[src/rtl/cpu_pkg.sv]
// Shared types for the vector CPU core: register addresses, forward-select
// encoding and the performance-counter width.
package cpu_pkg;

    localparam int REG_AW = 4;
    localparam int CNT_W  = 16;

    typedef logic [REG_AW-1:0] reg_addr_t;

    typedef enum logic [1:0] {
        FWD_RF  = 2'b00,
        FWD_WB  = 2'b01,
        FWD_MEM = 2'b10
    } fwd_sel_e;

    // The younger producer (Memory) holds the newer value, so it wins.
    function automatic fwd_sel_e fwd_select(input logic match_m, input logic match_w);
        if (match_m)      return FWD_MEM;
        else if (match_w) return FWD_WB;
        else              return FWD_RF;
    endfunction

endpackage

[src/rtl/hazard_sat_counter.sv]
// Saturating event counter with asynchronous active-low clear; sticks at all-ones.
module hazard_sat_counter
    import cpu_pkg::*;
(
    input  logic             clk,
    input  logic             rst_n,
    input  logic             inc,
    output logic [CNT_W-1:0] count
);

    logic [CNT_W-1:0] cnt_d, cnt_q;

    always_comb begin
        cnt_d = cnt_q;
        if (inc && (cnt_q != {CNT_W{1'b1}}))
            cnt_d = cnt_q + 1'b1;
    end

    always_ff @(posedge clk or negedge rst_n) begin
        if (!rst_n) cnt_q <= '0;
        else        cnt_q <= cnt_d;
    end

    assign count = cnt_q;

endmodule

[src/rtl/hazard_unit.sv]
// Five-stage pipeline hazard controller: forwarding, stall/flush and event counters.
// HAZARD_FWD_EN selects Memory/Writeback forwarding; without it RAW hazards stall.
module hazard_unit
    import cpu_pkg::*;
(
    input  logic             clk,
    input  logic             rst_n,
    input  logic [3:0]       RA1E,
    input  logic [3:0]       RA2E,
    input  logic [3:0]       WA3M,
    input  logic [3:0]       WA3W,
    input  logic             RegWriteM,
    input  logic             RegWriteW,
    output logic [1:0]       ForwardAE,
    output logic [1:0]       ForwardBE,
    input  logic [3:0]       RA1D,
    input  logic [3:0]       RA2D,
    input  logic [3:0]       WA3E,
    input  logic             MemtoRegE,
    output logic             StallF,
    output logic             StallD,
    output logic             FlushE,
    output logic             FlushD,
    input  logic             RegWriteE,
    input  logic             PCSrcD,
    input  logic             PCSrcE,
    input  logic             PCSrcM,
    input  logic             PCSrcW,
    input  logic             BranchTakenE,
    output logic [CNT_W-1:0] StallCount,
    output logic [CNT_W-1:0] FlushCount
);

    logic data_stall_d;
    logic pc_wr_pending_f;
    logic unused_cfg;

`ifdef HAZARD_FWD_EN
    logic match_1e_m, match_1e_w, match_2e_m, match_2e_w;

    assign match_1e_m = RegWriteM & (RA1E == WA3M);
    assign match_1e_w = RegWriteW & (RA1E == WA3W);
    assign match_2e_m = RegWriteM & (RA2E == WA3M);
    assign match_2e_w = RegWriteW & (RA2E == WA3W);

    assign ForwardAE = fwd_select(match_1e_m, match_1e_w);
    assign ForwardBE = fwd_select(match_2e_m, match_2e_w);

    // Only a load cannot be forwarded in time: its data appears in Memory.
    assign data_stall_d = MemtoRegE & ((RA1D == WA3E) | (RA2D == WA3E));
    assign unused_cfg   = RegWriteE;
`else
    assign ForwardAE = FWD_RF;
    assign ForwardBE = FWD_RF;

    // Writeback needs no stall: the register file writes in the first half-cycle.
    assign data_stall_d = (RegWriteE & ((RA1D == WA3E) | (RA2D == WA3E)))
                        | (RegWriteM & ((RA1D == WA3M) | (RA2D == WA3M)));
    assign unused_cfg   = ^{RA1E, RA2E, WA3W, RegWriteW, MemtoRegE};
`endif

    assign pc_wr_pending_f = PCSrcD | PCSrcE | PCSrcM;

    assign StallD = data_stall_d;
    assign StallF = data_stall_d | pc_wr_pending_f;
    assign FlushD = pc_wr_pending_f | PCSrcW | BranchTakenE;
    assign FlushE = data_stall_d | BranchTakenE;

    hazard_sat_counter u_stall_cnt (
        .clk   (clk),
        .rst_n (rst_n),
        .inc   (StallD),
        .count (StallCount)
    );

    hazard_sat_counter u_flush_cnt (
        .clk   (clk),
        .rst_n (rst_n),
        .inc   (FlushE),
        .count (FlushCount)
    );

endmodule

[config.mk]
export PLATFORM = sky130hd
export DESIGN_NAME = hazard_unit
export DESIGN_NICKNAME = d
export VERILOG_FILES = /design/src/rtl/cpu_pkg.sv /design/src/rtl/hazard_sat_counter.sv /design/src/rtl/hazard_unit.sv
export SDC_FILE = /design/constraint.sdc
export NUM_CORES = 1
export LEC_CHECK = 0
export ABC_AREA = 1
export BUFFER_PORTS_ARGS = -buffer_cell sky130_fd_sc_hd__buf_4
export CAP_MARGIN = 20
export CORE_MARGIN = 4
export CORE_UTILIZATION = 51
export CTS_CLUSTER_DIAMETER = 30
export CTS_CLUSTER_SIZE = 8
export DETAILED_ROUTE_END_ITERATION = 8
export PLACE_DENSITY = 0.89
export SYNTH_ARGS = -nofsm -noshare
export SYNTH_HDL_FRONTEND = slang
export SYNTH_SLANG_ARGS = --single-unit
[constraint.sdc]
create_clock -name clk -period 1.85 [get_ports clk]
set_input_delay 0.185 -clock clk [delete_from_list [all_inputs] [get_ports clk]]
set_output_delay 0.185 -clock clk [all_outputs]
set_load 0.01 [all_outputs]
==> results of run 1 <==
[per-stage QoR]
| stage | hold WS [ps] | cell area [um^2] |
|---|---|---|
| final | 370 | 2980 |
| after global routing | 413 | 2980 |
| after global placement | 141 | 2850 |
| after CTS | 376 | 2970 |
| after floorplan | -111 | 2370 |
| after detailed placement | 149 | 2850 |
[flip-flops by register name (all words and copies together), names as in the netlist]
name and flops:
u_stall_cnt.count 16, u_flush_cnt.count 16
[routing by layer]
metal  GRT usage (%)  up-vias
met4            7.47        0
met3            3.66        7
met5               0        -
met1            26.1     1076
met2            32.2       69
li1                -     1206
[report_power, final]
group | total [mW] | internal [mW] | switching, mW
registers | 0.939 | 0.794 | 0.145
logic | 0.687 | 0.332 | 0.355
clock network | 0.673 | 0.398 | 0.274
total | 2.30 | 1.52 | 0.775
[layout make-up]
type	count	area (um^2)	share of cell area, %
clock buffer	5	68.8	2.31
clock inverter	3	42.5	1.43
inverter	37	139	4.66
multi-input combinational	272	1350	45.3
sequential	32	801	26.9
tap	52	65.1	2.18
timing repair buffer	68	513	17.2
[layout by cell type (no fill, tap or decap)]
cell type / n
clkinvlp_4: 1
nand4_4: 1
nand3b_1: 1
nand3_2: 4
dlygate4sd3_1: 1
nor3_1: 9
nand3_1: 41
dfrtp_1: 32
nor2_1: 28
buf_4: 67
nor2_4: 1
nand4_1: 1
xnor2_1: 10
o21ai_2: 4
nand2_4: 2
bufinv_16: 1
clkinv_2: 1
nand2_1: 142
clkbuf_8: 5
conb_1: 4
nor3_2: 2
ha_1: 2
nor2_2: 2
inv_1: 37
xor2_1: 18
[timing repair]
| action | CTS | global route |
|---|---|---|
| resized for setup | 0 | 1 |
| hold buffers | 1 | 0 |
| setup endpoints to repair | 0 | 16 |
| endpoints found under the hold margin | 32 | 0 |
[cells by family (layout without fill, tap and decap cells)]
logic type                 count (synthesis)  count (layout)  share of synthesized area [%]
other                                      1               4                          0.159
AOI/OAI and AO/OA                          4               4                           1.48
xor gates and xnor gates                  28              28                           10.4
and+or+nand+nor                          234             234                           43.4
buffers and inverters                     48             113                           9.54
DFF                                       32              32                           33.9
adders and majority gates                  2               2                           1.06
[how the worst min path moves through the flow]
| stage | start | end | depth (start not counted) |
|---|---|---|---|
| after global placement | rst_n | u_stall_cnt.count[15]$_DFFE_PN0P_ | 1 |
| after global routing | rst_n | u_stall_cnt.count[15]$_DFFE_PN0P_ | 2 |
| after detailed placement | rst_n | u_stall_cnt.count[15]$_DFFE_PN0P_ | 1 |
| after CTS | rst_n | u_stall_cnt.count[14]$_DFFE_PN0P_ | 2 |
| final | rst_n | u_stall_cnt.count[3]$_DFFE_PN0P_ | 2 |
| after floorplan | rst_n | u_flush_cnt.count[0]$_DFFE_PN0P_ | 0 |
==> metrics.txt, run 1 <==
WP depth=9; EDFF count, synth=0; fin crit period=about 1700 ps; First DRT Iteration DRCs=213; initial antenna violation count=0; Worst Setup End Kind=flop; y dimension of the die=76.0 um; diodes inserted=0; uppermost layer routed=met4; Worst Path Class, Setup=flop to flop; post-detailed-route via-to-cell ratio=5.03; cell family with the largest share of critical-path delay=simple AND/OR/NAND/NOR gates; series of cell instances along the critical path=ha_1 > nand3_2 > nor2_4 > nand2_1 > nor2_2 > nand3_2 > nand2_4 > nand2_1 > o21ai_2; Mapped Avg Cell Area=about 6.8 um^2; wire length on met1=2440 um; HP Class=input pin to async pin; most instantiated library cell after synthesis=nand2_1; total via count after detailed routing=2358; largest net degree at the start of global routing=33; leading cell types by total area after synthesis=dfrtp_1 34%, nand2_1 23%, nand3_1 8.7%; status=finished clean; top fanout value on the critical path=20; sum of buffers and inverters on the critical path=0; drt first pass iters=4; met2 wire length=2720 um; first-pass GRT wire length=9720 um; Congestion Overflow GR=0; core area=between 0.004 and 0.005 mm^2; global placement routability congestion=0.904; data required time at the worst endpoint=slightly above 2000 ps; source-to-sink clock delay at the later pin of the worst-skew pair=just under 300 ps; minimum setup slack in the final design=137 ps; synthesized flop and latch total=32; number of H-tree branching levels=2; number of buffers inserted during clock tree synthesis=5; fmax=0.584 GHz; Detail Route Antenna Nets=0; maximum cell stage delay along the critical path=about 420 ps; TritonCTS clock tree=built; share of post-route cells with drive strength above 1=21.8%; setup slack on the worst flop-to-flop path=140 ps; final design utilization=67.5%; final number of max-transition violations=0; Layout Skew=between 4 and 5 ps; number of global-route vias before repair=between 2000 and 2500; die boundary width=roughly 76 um; sequential cell area fraction in the yosys report=about a third; netlist area before placement=0.00236 mm^2; commonest cells in the netlist=142 x nand2_1, 41 x nand3_1, 37 x inv_1; Reg2Reg Launch Point=u_stall_cnt.count[0]$_DFFE_PN0P_; Post-Synthesis Cells=349; max-cap viol count=0; reg2reg end=u_stall_cnt.count[15]$_DFFE_PN0P_; number of fill cells in the layout=365; setup slack after placement=between 30 and 40 ps; overall power consumption=2.30 mW; hold violation total from the final report=0; Worst Setup Start Kind=flop; Total Negative Setup Slacks=0 ps; launch point of the critical path=u_stall_cnt.count[0]$_DFFE_PN0P_; Critical Path End=u_stall_cnt.count[15]$_DFFE_PN0P_; peak supply drop=0.000377 V; post-CTS setup-driven buffer insertion count=0; Distinct cells, synth=23; yosys warns=0; total placed cells including tap cells=460; pwr dens=772 mW/mm^2; Wirelength per Cell=~12 um; biggest area consumer among synthesized cells=dfrtp_1; RSZ-0062 raised after global routing=no; Die Outline Area=0.00578 mm^2; Worst Reg2Reg Path Length in Cells=9; total length of routed wires=~5600 um; Detailed Place HPWL=between 4000 and 5000 um; DRC violation count after routing=0; final std cells w/o fill=about 470; Worst-path clk slew=70 ps; number of sinks on the clock net=32; leading register cell type out of synthesis=dfrtp_1; maximum buffer depth of the clock tree=2; Placement Rows=24; Clock Root Buffer=clkbuf_8; fraction of registers with async set or reset after synthesis=100%; number of primary I/O pins=just under 80; met3 wire len=319 um; fraction of post-synthesis cell area in the top cell type by area=33.9%; initial standard-cell utilization of the core=53.5%; total leakage power=1.60 nW; Global Route Usage Sum=19.8%; Final Cycle Share=92.6%; net count of the finished layout=457; highest-delay cell along the critical path=dfrtp_1; final-report setup violation count=0; Syn-to-layout area delta=26.2%; arrival time at the worst endpoint=1930 ps; input/output buffers=60
Power figures use the tool's default switching activity.
==> inputs of run 2 (changes only) <==
--- a/config.mk
+++ b/config.mk
@@ -6,6 +6,7 @@
 export NUM_CORES = 1
 export LEC_CHECK = 0
 export ABC_AREA = 1
+export ABC_CLOCK_PERIOD_IN_PS = 1850
 export BUFFER_PORTS_ARGS = -buffer_cell sky130_fd_sc_hd__buf_4
 export CAP_MARGIN = 20
 export CORE_MARGIN = 4
@@ -13,7 +14,7 @@
 export CTS_CLUSTER_DIAMETER = 30
 export CTS_CLUSTER_SIZE = 8
 export DETAILED_ROUTE_END_ITERATION = 8
-export PLACE_DENSITY = 0.89
+export PLACE_DENSITY = 0.81
 export SYNTH_ARGS = -nofsm -noshare
 export SYNTH_HDL_FRONTEND = slang
 export SYNTH_SLANG_ARGS = --single-unit
==> run 2 against run 1 <==
Compared with the run above:
- clock power increased by 10%
- fmax increased by 1.7%
- die area unchanged
- clock skew increased by 3.3 ps
- core utilization increased by 0.51 points
- sequential power decreased by 0.6%
- setup slack improved by 29 ps
- clock-buffer cell count increased by 2
- design area increased by 0.76%
- critical path type unchanged
- critical endpoint is now u_stall_cnt.count[5]$_DFFE_PN0P_
- largest power group unchanged
==> metrics.txt, run 2 (synthesis results as in run 1) <==
status=finished clean; drt first pass iters=4; final number of max-transition violations=0; highest-delay cell along the critical path=dfrtp_1; HP Class=input pin to async pin; maximum buffer depth of the clock tree=2; Worst-path clk slew=roughly 70 ps; number of global-route vias before repair=2182; first-pass GRT wire length=slightly below 10000 um; Total Negative Setup Slacks=0 ps; total length of routed wires=roughly 5700 um; RSZ-0062 raised after global routing=no; Worst Setup End Kind=flop; post-route cell area=roughly 0.0030 mm^2; commonest non-fill, non-tap cells in the layout=142 x nand2_1, 68 x buf_4, 41 x nand3_1; final-report setup violation count=0; global placement routability congestion=0.885; y dimension of the die=around 76 um; Die Outline Area=0.00578 mm^2; source-to-sink clock delay at the later pin of the worst-skew pair=290 ps; share of post-route cells with drive strength above 1=22.0%; Placement Rows=24; Worst Path Class, Setup=flop to flop; post-CTS setup-driven buffer insertion count=0; cell family with the largest share of critical-path delay=simple AND/OR/NAND/NOR gates; Worst Setup Start Kind=flop; arrival time at the worst endpoint=1860 ps; Reg2Reg Launch Point=u_stall_cnt.count[1]$_DFFE_PN0P_; sum of buffers and inverters on the critical path=1; post-detailed-route via-to-cell ratio=5.04; top fanout value on the critical path=12; Layout Skew=7.50 ps; minimum setup slack in the final design=between 150 and 200 ps; Detail Route Antenna Nets=0; Syn-to-layout area delta=27.2%; Global Route Usage Sum=between 10% and 20%; data required time at the worst endpoint=2030 ps; total placed cells including tap cells=461; pwr dens=795 mW/mm^2; fin crit period=1680 ps; total leakage power=around 1.6 nW; number of buffers inserted during clock tree synthesis=5; final std cells w/o fill=470; Congestion Overflow GR=0; core area=0.00441 mm^2; Wirelength per Cell=between 10 and 15 um; number of fill cells in the layout=383; setup slack after placement=90.3 ps; peak supply drop=0.000298 V; post-placement cell area=around 0.0029 mm^2; number of primary I/O pins=79; number of sinks on the clock net=32; input/output buffers=60; diodes inserted=0; total via count after detailed routing=about 2400; First DRT Iteration DRCs=134; leading cell type in the layout, fill and taps excluded=nand2_1; maximum cell stage delay along the critical path=400 ps; die boundary width=76.0 um; max-cap viol count=0; largest net degree at the start of global routing=33; Detailed Place HPWL=4290 um; number of H-tree branching levels=2; TritonCTS clock tree=built; Final Cycle Share=91.0%; fmax=0.594 GHz; WP depth=9; DRC violation count after routing=0; hold violation total from the final report=0; initial antenna violation count=0; net count of the finished layout=about 460; Worst Reg2Reg Path Length in Cells=9; initial standard-cell utilization of the core=53.5%; series of cell instances along the critical path=ha_1 > nand3_2 > nor2_4 > nand2_1 > nor2_2 > nand3_2 > buf_4 > nand3_1 > nand2_1; Clock Root Buffer=clkbuf_8; launch point of the critical path=u_stall_cnt.count[1]$_DFFE_PN0P_
==> run 2: layer usage <==
metal  up-vias  track usage (%)  wire length (um)
met5         -                0                 0
met4         0             6.94                85
met3         8             4.73               366
met2        78             32.8              2660
met1      1076             25.5              2550
li1       1206                -                 -
==> run 2: layout make-up <==
cell class	count	area [um^2]	area share (%)
Timing Repair Buffer	69	520	17.3
Sequential cell	32	801	26.7
Multi-Input combinational cell	272	1350	45.0
Clock buffer	7	96.3	3.21
Tap cell	52	65.1	2.17
Inverter	37	139	4.63
Clock inverter	1	30.0	1.00
==> run 2: power by group <==
part | internal, mW | leakage, nW | switching, mW
Sequential | 0.794 | 0.435 | 0.138
Clock | 0.475 | 0.0645 | 0.267
Combinational | 0.345 | 1.12 | 0.367
==> run 2: what timing repair did <==
action | in CTS | in global routing
hold buffers | 1 | 0
setup endpoints to repair | 0 | 14
resized for setup | 0 | 1
hold endpoints to repair | 32 | 0
==> run 2: stage by stage <==
step / power, mW / hold slack (ps) / utilization, %
finish: 2.39 / 363 / 68.0
floorplan: 1.33 / -111 / -
global route: 2.54 / 412 / 68.0
detailed placement: 1.66 / 147 / 64.8
CTS: 2.41 / 383 / 67.9
global placement: 1.63 / 144 / 64.8
==> run 2: worst register-to-register path: cells and delay by family (launching register included) <==
kind | cells | cell delay (ps)
flops | 1 | 400
simple gates | 7 | 750
fa+ha+maj | 1 | 240
buf+inv | 1 | 200
==> run 2: worst paths after layout <==
path                                                     end  slack [ps]
setup / recovery            u_stall_cnt.count[5]$_DFFE_PN0P_         170
hold / removal             u_stall_cnt.count[14]$_DFFE_PN0P_         360
setup reg to reg            u_stall_cnt.count[5]$_DFFE_PN0P_         170
hold reg to reg            u_flush_cnt.count[15]$_DFFE_PN0P_         500
max in group asynchronous   u_flush_cnt.count[9]$_DFFE_PN0P_        1190
min in group clk           u_flush_cnt.count[15]$_DFFE_PN0P_         500
==> inputs of run 3 (changes only) <==
--- a/config.mk
+++ b/config.mk
@@ -5,16 +5,16 @@
 export SDC_FILE = /design/constraint.sdc
 export NUM_CORES = 1
 export LEC_CHECK = 0
-export ABC_AREA = 1
 export ABC_CLOCK_PERIOD_IN_PS = 1850
 export BUFFER_PORTS_ARGS = -buffer_cell sky130_fd_sc_hd__buf_4
 export CAP_MARGIN = 20
 export CORE_MARGIN = 4
-export CORE_UTILIZATION = 51
+export CORE_UTILIZATION = 47
 export CTS_CLUSTER_DIAMETER = 30
 export CTS_CLUSTER_SIZE = 8
 export DETAILED_ROUTE_END_ITERATION = 8
-export PLACE_DENSITY = 0.81
+export MAX_ROUTING_LAYER = met4
+export PLACE_DENSITY = 0.79
 export SYNTH_ARGS = -nofsm -noshare
 export SYNTH_HDL_FRONTEND = slang
 export SYNTH_SLANG_ARGS = --single-unit
==> run 3 against run 2 <==
Compared with the run above:
- wire length is 27% lower
- clock skew is 2.6 ps lower
- largest cell class unchanged
- non-clock buffer count grew 6
- clock power fell by 25%
- worst hold slack lost 120 ps
- die area fell by 15%
- flip-flop and latch count did not move
==> metrics.txt, run 3 <==
drt first pass iters=2; biggest area consumer among synthesized cells=dfrtp_1; Die Outline Area=0.00492 mm^2; Worst Setup End Kind=flop; final hold slack=about 240 ps; Final Cycle Share=94.9%; TritonCTS clock tree=built; diodes inserted=0; Layout Skew=4.90 ps; Post-Synthesis Cells=169; data required time at the worst endpoint=between 2000 and 2500 ps; yosys warns=0; top fanout value on the critical path=9; total length of routed wires=4150 um; source of the worst hold timing path=BranchTakenE; commonest cells in the netlist=32 x dfrtp_1, 27 x xnor2_1, 17 x nand3_1; Total Negative Setup Slacks=0 ps; initial antenna violation count=0; DRC violation count after routing=0; commonest non-fill, non-tap cells in the layout=74 x buf_4, 32 x dfrtp_1, 27 x xnor2_1; fin crit period=1760 ps; Worst Setup Start Kind=flop; input/output buffers=60; first-pass GRT wire length=6830 um; fmax=~0.57 GHz; core area=between 0.003 and 0.004 mm^2; peak supply drop=just over 0.0007 V; y dimension of the die=~70 um; Distinct cells, synth=33; number of sinks on the clock net=32; global placement routability congestion=~0.75; final-report setup violation count=0; post-detailed-route via-to-cell ratio=5.00; number of buffers inserted during clock tree synthesis=5; number of primary I/O pins=79; source-to-sink clock delay at the later pin of the worst-skew pair=290 ps; Mapped Avg Cell Area=10.7 um^2; total via count after detailed routing=between 1000 and 1500; post-placement cell area=0.00238 mm^2; fraction of post-synthesis cell area in the top cell type by area=44.1%; Detailed Place HPWL=around 3300 um; pwr dens=910 mW/mm^2; Placement Rows=22; initial standard-cell utilization of the core=49.3%; Worst Path Class, Setup=flop to flop; number of global-route vias before repair=~1500; total leakage power=roughly 1.2 nW; Syn-to-layout area delta=37.0%; First DRT Iteration DRCs=70; fraction of registers with async set or reset after synthesis=100%; most instantiated library cell after synthesis=dfrtp_1; netlist area before placement=0.00182 mm^2; leading cell type in the layout, fill and taps excluded=buf_4; post-route cell area=0.00249 mm^2; launch point of the critical path=u_stall_cnt.count[10]$_DFFE_PN0P_; Wirelength per Cell=14.0 um; leading register cell type out of synthesis=dfrtp_1; EDFF count, synth=0; maximum buffer depth of the clock tree=2; hold violation total from the final report=0; die boundary width=70.2 um; Reg2Reg Launch Point=u_stall_cnt.count[10]$_DFFE_PN0P_; HP Class=input pin to flop; synthesized flop and latch total=32; leading cell types by total area after synthesis=dfrtp_1 44%, xnor2_1 13%, xor2_1 7.7%; sequential cell area fraction in the yosys report=44.1%; number of H-tree branching levels=2; Clock Root Buffer=clkbuf_8; Congestion Overflow GR=0; status=finished clean; Worst-path clk slew=70 ps; largest net degree at the start of global routing=33; Detail Route Antenna Nets=0; net count of the finished layout=288; max-cap viol count=0; RSZ-0062 raised after global routing=no; Global Route Usage Sum=18.0%; arrival time at the worst endpoint=1930 ps; final number of max-transition violations=0; share of post-route cells with drive strength above 1=37.5%
## run 3: changes by cell type after synthesis, sizes merged, moves of 4 or more
cell	before	now
buf	11	7
nand4	2	11
mux2	0	4
nand2	144	9
nor3	11	3
inv	37	3
nor2	31	7
nor4	0	4
nand3	45	17
and3	0	9
xnor2	10	27
## run 3: cell families (layout without fill, tap and decap cells)
kind of cell	Yosys count	in the layout	share of synthesized area, %
xor+xnor	43	43	20.7
mux	4	4	2.48
buf+inv	10	86	3.93
compound gates	5	5	1.72
other cells	1	4	0.206
flops	32	32	44.1
fa+ha+maj	2	2	1.38
simple gates	72	72	25.5
## run 3: path summary, 6_finish.rpt
kind / cells past startpoint / slack, ps / end
hold reg to reg: 1 / 500 / u_stall_cnt.count[10]$_DFFE_PN0P_
max in group asynchronous: 2 / 1180 / u_flush_cnt.count[10]$_DFFE_PN0P_
setup reg to reg: 7 / 90 / u_stall_cnt.count[12]$_DFFE_PN0P_
min in group asynchronous: 2 / 370 / u_stall_cnt.count[10]$_DFFE_PN0P_
hold / removal: 3 / 240 / u_flush_cnt.count[0]$_DFFE_PN0P_
setup / recovery: 7 / 90 / u_stall_cnt.count[12]$_DFFE_PN0P_
## run 3: area by class of cell
type | instances | area (um^2)
Timing Repair Buffer | 75 | 566
Sequential cell | 32 | 801
Inverter | 3 | 11.3
Multi-Input combinational cell | 130 | 958
Clock buffer | 6 | 82.6
Fill cell | 315 | 1200
Tap cell | 48 | 60.1
Clock inverter | 2 | 10.0
## run 3: metal layers
metal	wire, um	up-vias	GRT usage [%]
li1	-	736	-
met1	1700	704	20.5
met2	2180	35	30.3
met3	223	6	6.19
met4	50	0	4.47
met5	0	-	-
## run 3: metrics by stage
stage / std cells / worst slack [ps] / power [mW] / util (%)
floorplan: 172 / 112 / 1.31 / -
global placement: 287 / 131 / 1.71 / 64.6
detailed placement: 287 / 85.9 / 1.73 / 64.6
CTS: 296 / 77.8 / 2.30 / 67.4
global route: 296 / 4.52 / 2.42 / 67.5
finish: 296 / 94.8 / 2.26 / 67.5
## run 3: timing repair
| action | CTS | global route |
|---|---|---|
| resized for setup | 0 | 1 |
| endpoints found under the hold margin | 32 | 0 |
| setup buffers | 0 | 0 |
| hold buffers | 1 | 0 |
| endpoints found under the setup margin | 0 | 2 |
## run 3: worst max-delay path: stages, from the launching register on
cell,delay [ps]
dfrtp_1,410
and4_1,210
and3_1,200
and2_4,180
nand4_4,140
buf_4,170
nand2_1,50
mux2_1,280
## run 3: where the power goes
part / switching [mW] / internal (mW)
logic: 0.343 / 0.416
clock network: 0.260 / 0.296
registers: 0.122 / 0.826
